==> config.mk <==
export PLATFORM = sky130hd
export DESIGN_NAME = stack_mc_controller
export DESIGN_NICKNAME = d
export VERILOG_FILES = /design/src/rtl/stack_ctrl_pkg.sv /design/src/rtl/stack_mc_controller_depth.sv /design/src/rtl/stack_mc_controller.sv
export SDC_FILE = /design/constraint.sdc
export NUM_CORES = 1
export LEC_CHECK = 0
export CORE_ASPECT_RATIO = 0.6
export CORE_UTILIZATION = 47
export DETAILED_ROUTE_END_ITERATION = 8
export GPL_ROUTABILITY_DRIVEN = 0
export PLACE_DENSITY = 0.9
export SYNTH_ARGS = -nofsm -noshare
export SYNTH_HDL_FRONTEND = slang
export SYNTH_HIERARCHICAL = 1
export SYNTH_SLANG_ARGS = --single-unit
==> constraint.sdc <==
create_clock -name clk -period 2.23 [get_ports clk]
set_clock_uncertainty 0.15 [all_clocks]
set_input_delay 0.223 -clock clk [delete_from_list [all_inputs] [get_ports clk]]
set_output_delay 0.223 -clock clk [all_outputs]
set_load 0.1 [all_outputs]
==> src/rtl/stack_ctrl_pkg.sv <==
// stack_ctrl_pkg: shared states, opcode/ALU constants and per-state strobe decode for the stack-machine controller
package stack_ctrl_pkg;
  typedef enum logic [3:0] {
    S_FETCH, S_DECODE, S_JMP, S_JZ, S_MEM_RD, S_PUSH_MEM, S_POP_A, S_LD_A,
    S_POP_B, S_LD_B, S_ALU, S_UNARY, S_PUSH_RES, S_STORE, S_FAULT
  } state_t;
  localparam logic [2:0] OP_JMP   = 3'b110;
  localparam logic [2:0] OP_JZ    = 3'b111;
  localparam logic [2:0] OP_LOAD  = 3'b100;
  localparam logic [2:0] OP_STORE = 3'b101;
  localparam logic [2:0] OP_NOT   = 3'b011;
  localparam logic [1:0] ALU_ADD  = 2'b00;
  localparam logic [1:0] ALU_NOT  = 2'b11;
  // pc_jump is the JMP-state pc_write; the FETCH pc_write/ir_write follow mem_ready outside this table
  typedef struct packed {
    logic iord, src_a, src_b, pc_src, pc_jump, pc_write_cond, mem_read, mem_write;
    logic tos, push, pop, mtos, ld_a, ld_b;
    logic [1:0] alu_op;
  } strobe_t;
  function automatic strobe_t strobes(input state_t s, input logic [1:0] aop);
    strobe_t v;
    v = '0;
    case (s)
      S_FETCH:          begin v.src_a = 1'b1; v.src_b = 1'b1; v.mem_read = 1'b1; v.alu_op = ALU_ADD; end
      S_DECODE:         v.tos = 1'b1;
      S_JMP:            begin v.pc_src = 1'b1; v.pc_jump = 1'b1; end
      S_JZ:             begin v.pc_src = 1'b1; v.pc_write_cond = 1'b1; end
      S_POP_A, S_POP_B: v.pop = 1'b1;
      S_LD_A:           v.ld_a = 1'b1;
      S_LD_B:           v.ld_b = 1'b1;
      S_ALU:            v.alu_op = aop;
      S_UNARY:          v.alu_op = ALU_NOT;
      S_PUSH_RES:       v.push = 1'b1;
      S_STORE:          begin v.iord = 1'b1; v.mem_write = 1'b1; end
      S_MEM_RD:         begin v.iord = 1'b1; v.mem_read = 1'b1; end
      S_PUSH_MEM:       begin v.mtos = 1'b1; v.push = 1'b1; end
      default:          ;
    endcase
    return v;
  endfunction
endpackage

==> src/rtl/stack_mc_controller_depth.sv <==
// stack_depth_tracker: stack occupancy counter and DECODE legality check (stack_ok) for the stack guard
//   clk, rst (async, active-high) | push, pop: datapath strobes | opcode: IR opcode
//   depth: current occupancy | stack_ok: opcode may execute at current depth
module stack_depth_tracker
  import stack_ctrl_pkg::*;
#(
  parameter int STACK_DEPTH = 16,
  parameter int DEPTH_W = $clog2(STACK_DEPTH + 1)
) (
  input  logic               clk,
  input  logic               rst,
  input  logic               push,
  input  logic               pop,
  input  logic [2:0]         opcode,
  output logic [DEPTH_W-1:0] depth,
  output logic               stack_ok
);
  always_ff @(posedge clk or posedge rst)
    if (rst) depth <= '0;
    else if (push) depth <= depth + 1'b1;
    else if (pop) depth <= depth - 1'b1;
  assign stack_ok = opcode == OP_JMP ? 1'b1 :
                    opcode == OP_LOAD ? depth != DEPTH_W'(STACK_DEPTH) :
                    (opcode == OP_JZ || opcode == OP_STORE || opcode == OP_NOT) ? depth != '0 :
                    depth >= DEPTH_W'(2);
endmodule

==> src/rtl/stack_mc_controller.sv <==
// stack_mc_controller: multicycle control FSM for the stack-machine datapath with memory-ready waits and optional stack guard
//   clk, rst (async, active-high) | opcode: IR opcode | mem_ready: memory completes this cycle
//   iord..ld_b, alu_op: datapath strobes | depth: stack occupancy | fault: sticky guard trap
//   STACK_GUARD_EN: when defined, adds depth tracking and the FAULT trap; otherwise depth/fault are 0
module stack_mc_controller
  import stack_ctrl_pkg::*;
#(
  parameter int STACK_DEPTH = 16,
  parameter int DEPTH_W = $clog2(STACK_DEPTH + 1)
) (
  input  logic               clk,
  input  logic               rst,
  input  logic [2:0]         opcode,
  input  logic               mem_ready,
  output logic               iord,
  output logic               src_a,
  output logic               src_b,
  output logic               pc_src,
  output logic               pc_write,
  output logic               pc_write_cond,
  output logic               mem_read,
  output logic               mem_write,
  output logic               ir_write,
  output logic               tos,
  output logic               push,
  output logic               pop,
  output logic               mtos,
  output logic               ld_a,
  output logic               ld_b,
  output logic [1:0]         alu_op,
  output logic [DEPTH_W-1:0] depth,
  output logic               fault
);
  state_t st, nxt;
  strobe_t o;
  logic [2:0] op_q;
  logic stack_ok;
  always_comb begin
    nxt = st;
    case (st)
      S_FETCH:                          nxt = mem_ready ? S_DECODE : S_FETCH;
      S_DECODE:                         nxt = !stack_ok ? S_FAULT : opcode == OP_JMP ? S_JMP :
                                              opcode == OP_JZ ? S_JZ : opcode == OP_LOAD ? S_MEM_RD : S_POP_A;
      S_JMP, S_JZ, S_PUSH_RES, S_PUSH_MEM: nxt = S_FETCH;
      S_POP_A:                          nxt = S_LD_A;
      S_LD_A:                           nxt = op_q == OP_STORE ? S_STORE : op_q == OP_NOT ? S_UNARY : S_POP_B;
      S_POP_B:                          nxt = S_LD_B;
      S_LD_B:                           nxt = S_ALU;
      S_ALU, S_UNARY:                   nxt = S_PUSH_RES;
      S_STORE:                          nxt = mem_ready ? S_FETCH : S_STORE;
      S_MEM_RD:                         nxt = mem_ready ? S_PUSH_MEM : S_MEM_RD;
      default:                          nxt = st;
    endcase
  end
  // strobes are registered from the next state; the opcode is latched in DECODE so later edits to it are ignored
  always_ff @(posedge clk or posedge rst)
    if (rst) begin
      st   <= S_FETCH;
      o    <= strobes(S_FETCH, ALU_ADD);
      op_q <= '0;
    end else begin
      st   <= nxt;
      o    <= strobes(nxt, op_q);
      op_q <= st == S_DECODE ? opcode : op_q;
    end
  assign {iord, src_a, src_b, pc_src} = {o.iord, o.src_a, o.src_b, o.pc_src};
  assign {pc_write_cond, mem_read, mem_write, tos} = {o.pc_write_cond, o.mem_read, o.mem_write, o.tos};
  assign {push, pop, mtos, ld_a, ld_b, alu_op} = {o.push, o.pop, o.mtos, o.ld_a, o.ld_b, o.alu_op};
  // FETCH write-backs complete with the memory handshake; rst masks them immediately
  assign pc_write = ~rst & (o.pc_jump | (st == S_FETCH & mem_ready));
  assign ir_write = ~rst & st == S_FETCH & mem_ready;
`ifdef STACK_GUARD_EN
  stack_depth_tracker #(.STACK_DEPTH(STACK_DEPTH), .DEPTH_W(DEPTH_W)) u_trk (
    .clk(clk), .rst(rst), .push(o.push), .pop(o.pop), .opcode(opcode), .depth(depth), .stack_ok(stack_ok)
  );
  always_ff @(posedge clk or posedge rst)
    if (rst) fault <= 1'b0;
    else fault <= nxt == S_FAULT;
`else
  assign stack_ok = 1'b1;
  assign depth = '0;
  assign fault = 1'b0;
`endif
endmodule

======== Yosys cells after proc, flatten, opt, wreduce, memory -nomap -nowiden ========
Cells that the tools add are included.
storage, ports and cells
  register bits ........................... 23
  bits of input ports ..................... 6
  logic and storage cells ................. 86
cells by class
  equal/unequal tests ..................... 31
  mux-type cells .......................... 23
  bitwise gates (word level) .............. 6
  reductions and logical operators ........ 9
operators by type and width
  operator              number
  $eq A4 B4 Y1 const B  12
  $pmux W4 S10          1
  $eq A4 B3 Y1 const B  8
  $eq A4 B2 Y1 const B  4
  $mux W1               14
  $eq A3 B3 Y1 const B  4
  $reduce_or A2 Y1      6
  $mux W3               3
  $eq A4 B1 Y1 const B  2
  $logic_not A4 Y1      2
  $mux W2               3
  $and A1 B1 Y1         4
  $mux W4               1
  $pmux W2 S2           1
  $reduce_or A4 Y1      1
  $eq A3 B2 Y1 const B  1
  $not A1 Y1            1
  $or A1 B1 Y1          1

======== Depth between registers and ports, before layout ========
Gate-level depths: netlist (run 1).
  depth in word-level cells ............... 8
  gate-level depth with buffers ........... 7

======== Worst setup path after synthesis (run 1) ========
No wires, ideal clock.
  path kind ............................... reg-to-output
  start ................................... register st[0]
  end ..................................... output port ir_write
  arrival time ............................ 3537 ps
  slack ................................... -1680 ps
  cell stages (with the launch flop) ...... 5
  buffers on the path ..................... 1
  cell sequence ........................... dfrtp_1 buf_2 nor2_1 nand2_1 nor4_1
between the ends
  cells in the longest elaborated chain, start to end .. 3
ends and longest elaborated chain
  item                         RTL line                   text
  start, declared              stack_mc_controller.sv:34  state_t st, nxt;
  start signal, assigned       stack_mc_controller.sv:62  st <= nxt;
  $logic_not A4 Y1             stack_mc_controller.sv:71  assign ir_write = ~rst & st == S_FETCH & mem_ready;
  $and A1 B1 Y1 (2 in series)  stack_mc_controller.sv:71
  end, declared                stack_mc_controller.sv:23  output logic ir_write,
Every way passes these cells.

======== Final worst setup path (run 1) ========
  start ................................... register st[2]
  end ..................................... register o (netlist bit iord)
between the ends
  cells in the longest elaborated chain, start to end .. 6
  elaborated cells on any way between the ends .. 21
ends and longest elaborated chain
  item                                                  RTL line                   text
  $eq A4 B2 Y1, or another cell as far along            stack_mc_controller.sv:40  case (st)
  $reduce_or A4 Y1 or $reduce_or A2 Y1 (tied branches)  stack_mc_controller.sv:40
  $pmux W4 S10 (*)                                      stack_mc_controller.sv:40
  $eq A4 B4 Y1 or $eq A4 B3 Y1 (tied branches)          stack_ctrl_pkg.sv:23       case (s)
  $reduce_or A2 Y1 (no source line) (*)                 --
  $mux W1 (*)                                           stack_ctrl_pkg.sv:23
  end signal, assigned                                  stack_mc_controller.sv:59  o <= strobes(S_FETCH, ALU_ADD);
  end signal, assigned                                  stack_mc_controller.sv:63  o <= strobes(nxt, op_q);
  end, declared                                         stack_mc_controller.sv:35  strobe_t o;
Every way passes the cells marked *; elsewhere a longest branch is shown, timed or not.
A chain may end at the register's enable or synchronous reset.

==> reports/qor.txt, run 1 <==
layout net count -> 127
CP Buf/Inv Count -> 0
final core occ -> 0.6199
worst min-delay path class -> in -> async
filler cell count -> 195
Worst EP required -> 2.25 ns
ys flop type -> dfrtp_1
Mapped Area -> 1109 um^2
n_diodes -> 0
total track usage -> 0.1917
vias in the first global route -> 733
Synth area leader -> dfrtp_1
Max clock buf depth -> 2
number of synthesized flops with an enable pin -> 0
largest net degree at the start of global routing -> 23
cell with the most instances after synthesis -> dfrtp_1
initial antenna violation count -> 0
unrepaired setup endpoints after global routing -> no
postcts setup bufs -> 0
Async S/R FF share, synth -> 1.000
CTS buffer count -> 3
Slew Viols, Final -> 0
fraction of layout instances using a drive strength above 1 -> 0.3417
slew at the pin closest to its max-slew limit -> 0.5385 ns
largest cells by area after synthesis -> dfrtp_1 45%, buf_4 6.1%, dfstp_2 4.7%, buf_6 3.0%, nor3_1 2.3%
top cell type's share of synthesized area -> 0.4515
Worst setup SP type -> register
DRT iter0 DRCs -> 43
slew margin rel. -> 0.6410
Worst-path clk slew -> 0.08 ns
IO buf count -> 22
Worst Setup End Kind -> register
detailed-route DRC error count -> 0
Final Hold Viols -> 0
drt total wl -> 2098 um
Hold Buf Count CTS -> 0
Setup CP Type -> reg -> reg
outcome -> finished, final reports clean
Critical-path top delay cell -> dfrtp_1
hold slack -> 0.2744 ns
DR vias -> 793
first-pass GRT wire length -> 3394 um
clock sink total -> 22
largest delay contributor family on the critical path -> compound AO/OA/AOI/OAI gates
Max Clock Freq -> 480.1 MHz
synthesized area per cell -> 11.20 um^2
Post-Syn Instances -> 99
crit-path max cell delay -> 0.58 ns
synth warn -> 6
grt ovf -> 0
Starting Density -> 0.5048
crit share post-route -> 0.9341
via/cell ratio -> 5.287
sequential area share after synthesis -> 0.4989
Layout area overhead -> 22.80%
total of cells resized after clock tree synthesis -> 0
Die Y-Extent -> 39.62 um
Post-Route Setup TNS -> 0 ns
min Tclk post-route -> 2.083 ns
r2r startpoint -> st[2]
count of max-cap constraint violations -> 0
clk_lat worst skew -> 0.27 ns
First-pass DRT Iterations -> 4
CORE AREA -> 2196 um^2
per-cell routed wire length -> 13.99 um
#FFs+latches synth -> 22
Worst Setup SP -> st[2]
I/O pins -> 29
crit path DAT -> 2.10 ns
Netlist cell types -> 42
Setup violations, final -> 0
critical-path cell list -> and3b_1 -> o21ai_0 -> a21oi_1 -> o31a_1 -> o41ai_2
H-tree Lvls -> 1
# rows -> 13
most instantiated cells after synthesis -> 20 x dfrtp_1, 9 x buf_4, 6 x inv_1, 6 x nor2_1, 5 x nor3_1
HPWL after DPL -> 1527 um
Worst Path Max Fanout -> 15
Die X -> 64.70 um
root buffer cell -> clkbuf_8
CTS tree -> yes
Antenna Nets Post-Route -> 0
Total Die Area -> 2563 um^2
-- per-layer routing --
layer	wire (um)	global-route usage	up-vias
li1	-	-	372
met1	967	0.2310	390
met2	952	0.3151	25
met3	127	0.06105	6
met4	51	0.1000	0
met5	0	0	-
-- worst min-delay path: stages --
cell,delay [ns]
clkdlybuf4s50_1,0.49
inv_1,0.09
buf_4,0.28
-- metrics by stage --
step           instance area [um^2]  worst slack, ns  instances
6_report                       1361           0.1471        150
5_1_grt                        1361          0.02296        150
4_1_cts                        1361           0.1527        150
3_5_place_dp                   1306           0.1045        146
3_3_place_gp                   1306           0.1537        146
2_1_floorplan                  1145          0.08555        104
-- state kept, by name (all words and copies together) (netlist names) --
name	flops
mem_read	1
ld_b	1
push	1
o	1
ld_a	1
mem_write	1
mtos	1
iord	1
pc_write_cond	1
pop	1
op_q	3
tos	1
pc_src	1
st	4
alu_op	2
src_a	1
-- final timing paths --
path / slack (ns) / depth (start not counted) / end
setup / recovery: 0.15 / 5 / iord
hold / removal: 0.27 / 3 / mtos
setup reg to reg: 0.15 / 5 / iord
hold reg to reg: 0.45 / 1 / alu_op[1]
max in group asynchronous: 1.38 / 3 / mem_read
min in group clk: 0.45 / 1 / alu_op[1]
-- placed cells by master, fill, tap and decap left out, types with 2 or more instances in the layout --
cell and instances:
nor3_1 5, and3b_1 2, dfrtp_1 20, clkdlybuf4s50_1 5, o21ai_0 2, buf_4 20
o21a_1 2, a21oi_1 3, dfstp_2 2, a21o_1 2, conb_1 6, mux2_2 2
clkbuf_8 4, nor2_1 5, buf_12 2, nand3b_1 2, inv_1 6, nand2_1 3
-- cell families after synthesis --
kind of cell,count (synthesis),synth area share
AOI/OAI and AO/OA,19,0.1456
xor gates and xnor gates,1,0.007902
buffers and inverters,21,0.1253
DFF,22,0.4989
muxes,2,0.02031
other,1,0.003383
and+or+nand+nor,33,0.1987
-- final cells by class --
class / instances / area (um^2) / share of cell area
clock buffer: 4 / 55.05 / 0.04044
timing repair buffer: 27 / 240.2 / 0.1765
multi-input combinational: 61 / 452.9 / 0.3327
inverter: 6 / 22.52 / 0.01654
tap: 30 / 37.54 / 0.02757
sequential: 22 / 553.0 / 0.4062
Power of run 1 is left out: the tool's default activity adds up to more than one toggle a clock period on the data nets, which glitch-free logic cannot reach.
==> run 2: changes to the inputs <==
Settings changed: HOLD_SLACK_MARGIN set to 0.03.
==> results of run 2 <==
Final layout, timing and power as in run 1 (identical DEF).
Power of run 2 is left out for the same reason.
==> run 3: changes to the inputs <==
Settings changed: CAP_MARGIN set to 5, CORE_ASPECT_RATIO 0.6 to 0.7, TNS_END_PERCENT set to 10.
==> reports/qor.txt, run 3 (same netlist as run 1, synthesis figures left out) <==
most frequent CP cell -> nor2_1
filler cell count -> 181 (was 195)
Starting Density -> 0.5063 (was 0.5048)
detailed-route DRC error count -> 0 (unchanged)
reg2reg path depth -> 5 (unchanged)
most frequent cells in the layout -> 20 x buf_4, 17 x dfrtp_1, 6 x inv_1, 6 x conb_1 (was 20 x dfrtp_1, 20 x buf_4, 6 x inv_1, 6 x conb_1)
Worst EP required -> 1.86 ns (was 2.25 ns)
Total Die Area -> 2560 um^2 (was 2563 um^2)
DRT iter0 DRCs -> 27 (was 43)
count of max-cap constraint violations -> 0 (unchanged)
layout net count -> 127 (unchanged)
crit share post-route -> 0.9200 (was 0.9341)
Die Y-Extent -> 42.64 um (was 39.62 um)
Final Hold Viols -> 0 (unchanged)
Post-Route Setup TNS -> 0 ns (unchanged)
final core occ -> 0.6160 (was 0.6199)
Critical-path top delay cell -> dfrtp_2 (was dfrtp_1)
Worst-path clk slew -> 0.12 ns (was 0.08 ns)
n_diodes -> 0 (unchanged)
Max Clock Freq -> 487.4 MHz (was 480.1 MHz)
layer carrying the most global-route usage -> met2 (unchanged)
Setup CP Type -> reg -> out (was reg -> reg)
crit path DAT -> 1.68 ns (was 2.10 ns)
drt total wl -> 2010 um (was 2098 um)
I/O pins -> 29 (unchanged)
Layout area overhead -> 21.67% (was 22.80%)
met2 GRT Util -> 0.2711 (was 0.3151)
largest delay contributor family on the critical path -> simple AND/OR/NAND/NOR gates (was compound AO/OA/AOI/OAI gates)
initial antenna violation count -> 0 (unchanged)
clk_lat worst skew -> 0.30 ns (was 0.27 ns)
Reg with most FFs -> st (unchanged)
r2r setup slk -> 0.19 ns (was 0.15 ns)
postcts setup bufs -> 0 (unchanged)
CTS tree -> yes (unchanged)
per-cell routed wire length -> 13.22 um (was 13.99 um)
grt ovf -> 0 (unchanged)
unrepaired setup endpoints after global routing -> no (unchanged)
CP Buf/Inv Count -> 1 (was 0)
vias in the first global route -> 726 (was 733)
HPWL after DPL -> 1429 um (was 1527 um)
sequential cell area -> 556.8 um^2 (was 553.0 um^2)
CTS buffer count -> 3 (unchanged)
min Tclk post-route -> 2.052 ns (was 2.083 ns)
Slew Viols, Final -> 0 (unchanged)
root buffer cell -> clkbuf_4 (was clkbuf_8)
Worst Setup End Kind -> output pin (was register)
H-tree Lvls -> 1 (unchanged)
clock sink total -> 22 (unchanged)
worst r2r dst -> pop (was iord)
critical-path cell list -> nor2_1 -> nand2_1 -> nor3_1 -> nor2_1 -> nor2_2 -> buf_12 (was and3b_1 -> o21ai_0 -> a21oi_1 -> o31a_1 -> o41ai_2)
total track usage -> 0.1779 (was 0.1917)
Worst setup SP type -> register (unchanged)
Die X -> 60.05 um (was 64.70 um)
slew margin rel. -> 0.6530 (was 0.6410)
Hold Buf Count CTS -> 0 (unchanged)
number of flip-flops in the largest register -> 4 (unchanged)
fraction of layout instances using a drive strength above 1 -> 0.3667 (was 0.3417)
via/cell ratio -> 5.125 (was 5.287)
Max clock buf depth -> 2 (unchanged)
met3 Track Usage GR -> 0.07099 (was 0.06105)
first-pass GRT wire length -> 3318 um (was 3394 um)
worst min-delay path class -> in -> async (unchanged)
slew at the pin closest to its max-slew limit -> 0.5205 ns (was 0.5385 ns)
r2r startpoint -> st[1] (was st[2])
Setup violations, final -> 0 (unchanged)
Antenna Nets Post-Route -> 0 (unchanged)
total of cells resized after clock tree synthesis -> 0 (unchanged)
grt met1 use -> 0.2430 (was 0.2310)
# rows -> 14 (was 13)
Worst Path Max Fanout -> 12 (was 15)
First-pass DRT Iterations -> 4 (unchanged)
largest net degree at the start of global routing -> 23 (unchanged)
crit-path max cell delay -> 0.51 ns (was 0.58 ns)
DR vias -> 779 (was 793)
commonest non-fill, non-tap cell in the layout -> buf_4
outcome -> finished, final reports clean (unchanged)
CORE AREA -> 2190 um^2 (was 2196 um^2)
multi-input logic area -> 452.9 um^2 (unchanged)
IO buf count -> 22 (unchanged)
==> run 3: changes by cell type in the layout (fill, tap and decap cells not counted) <==
cell,previous run,this run
dfrtp_2,0,3
clkbuf_8,4,1
dfrtp_1,20,17
clkbuf_4,0,3
==> run 3: worst max path at each step <==
stage	startpoint	end	slack [ns]	cells past startpoint
after CTS	st[0]	pc_write	0.06	6
after global placement	mem_ready	iord	0.12	6
after floorplan	st[0]	pc_write	-0.37	6
after global routing	st[3]	pc_write	0.06	6
after detailed placement	mem_ready	iord	0.10	6
final	st[0]	pc_write	0.18	6
==> run 3: final cells by class <==
cell class                      instances  area share
Inverter                                6     0.01670
Tap cell                               32     0.02968
Timing Repair Buffer                   27      0.1781
Multi-Input combinational cell         61      0.3358
Clock buffer                            4     0.02690
Sequential cell                        22      0.4128
==> run 3: per-layer routing <==
layer,wire length [um],up-vias
li1,-,375
met1,908,365
met2,935,35
met3,140,4
met4,26,0
met5,0,-
==> run 3: worst reg2reg max path: stages, from the launching register on <==
cell and delay, ns:
dfrtp_1 0.68, nor3b_2 0.14, a211oi_4 0.31, nand2_2 0.13, or3b_1 0.43, a21oi_2 0.13
==> run 3: through the flow <==
| stage | hold slack (ns) | instance area, um^2 | cells | setup WS [ns] |
|---|---|---|---|---|
| after global routing | 0.2703 | 1349 | 152 | 0.05998 |
| after floorplan | 0.06074 | 1142 | 104 | -0.3714 |
| after CTS | 0.2110 | 1343 | 152 | 0.06475 |
| after global placement | 0.4152 | 1306 | 148 | 0.1250 |
| after detailed placement | 0.4031 | 1306 | 148 | 0.1022 |
| final | 0.2153 | 1349 | 152 | 0.1785 |
Power of run 3 is left out for the same reason.
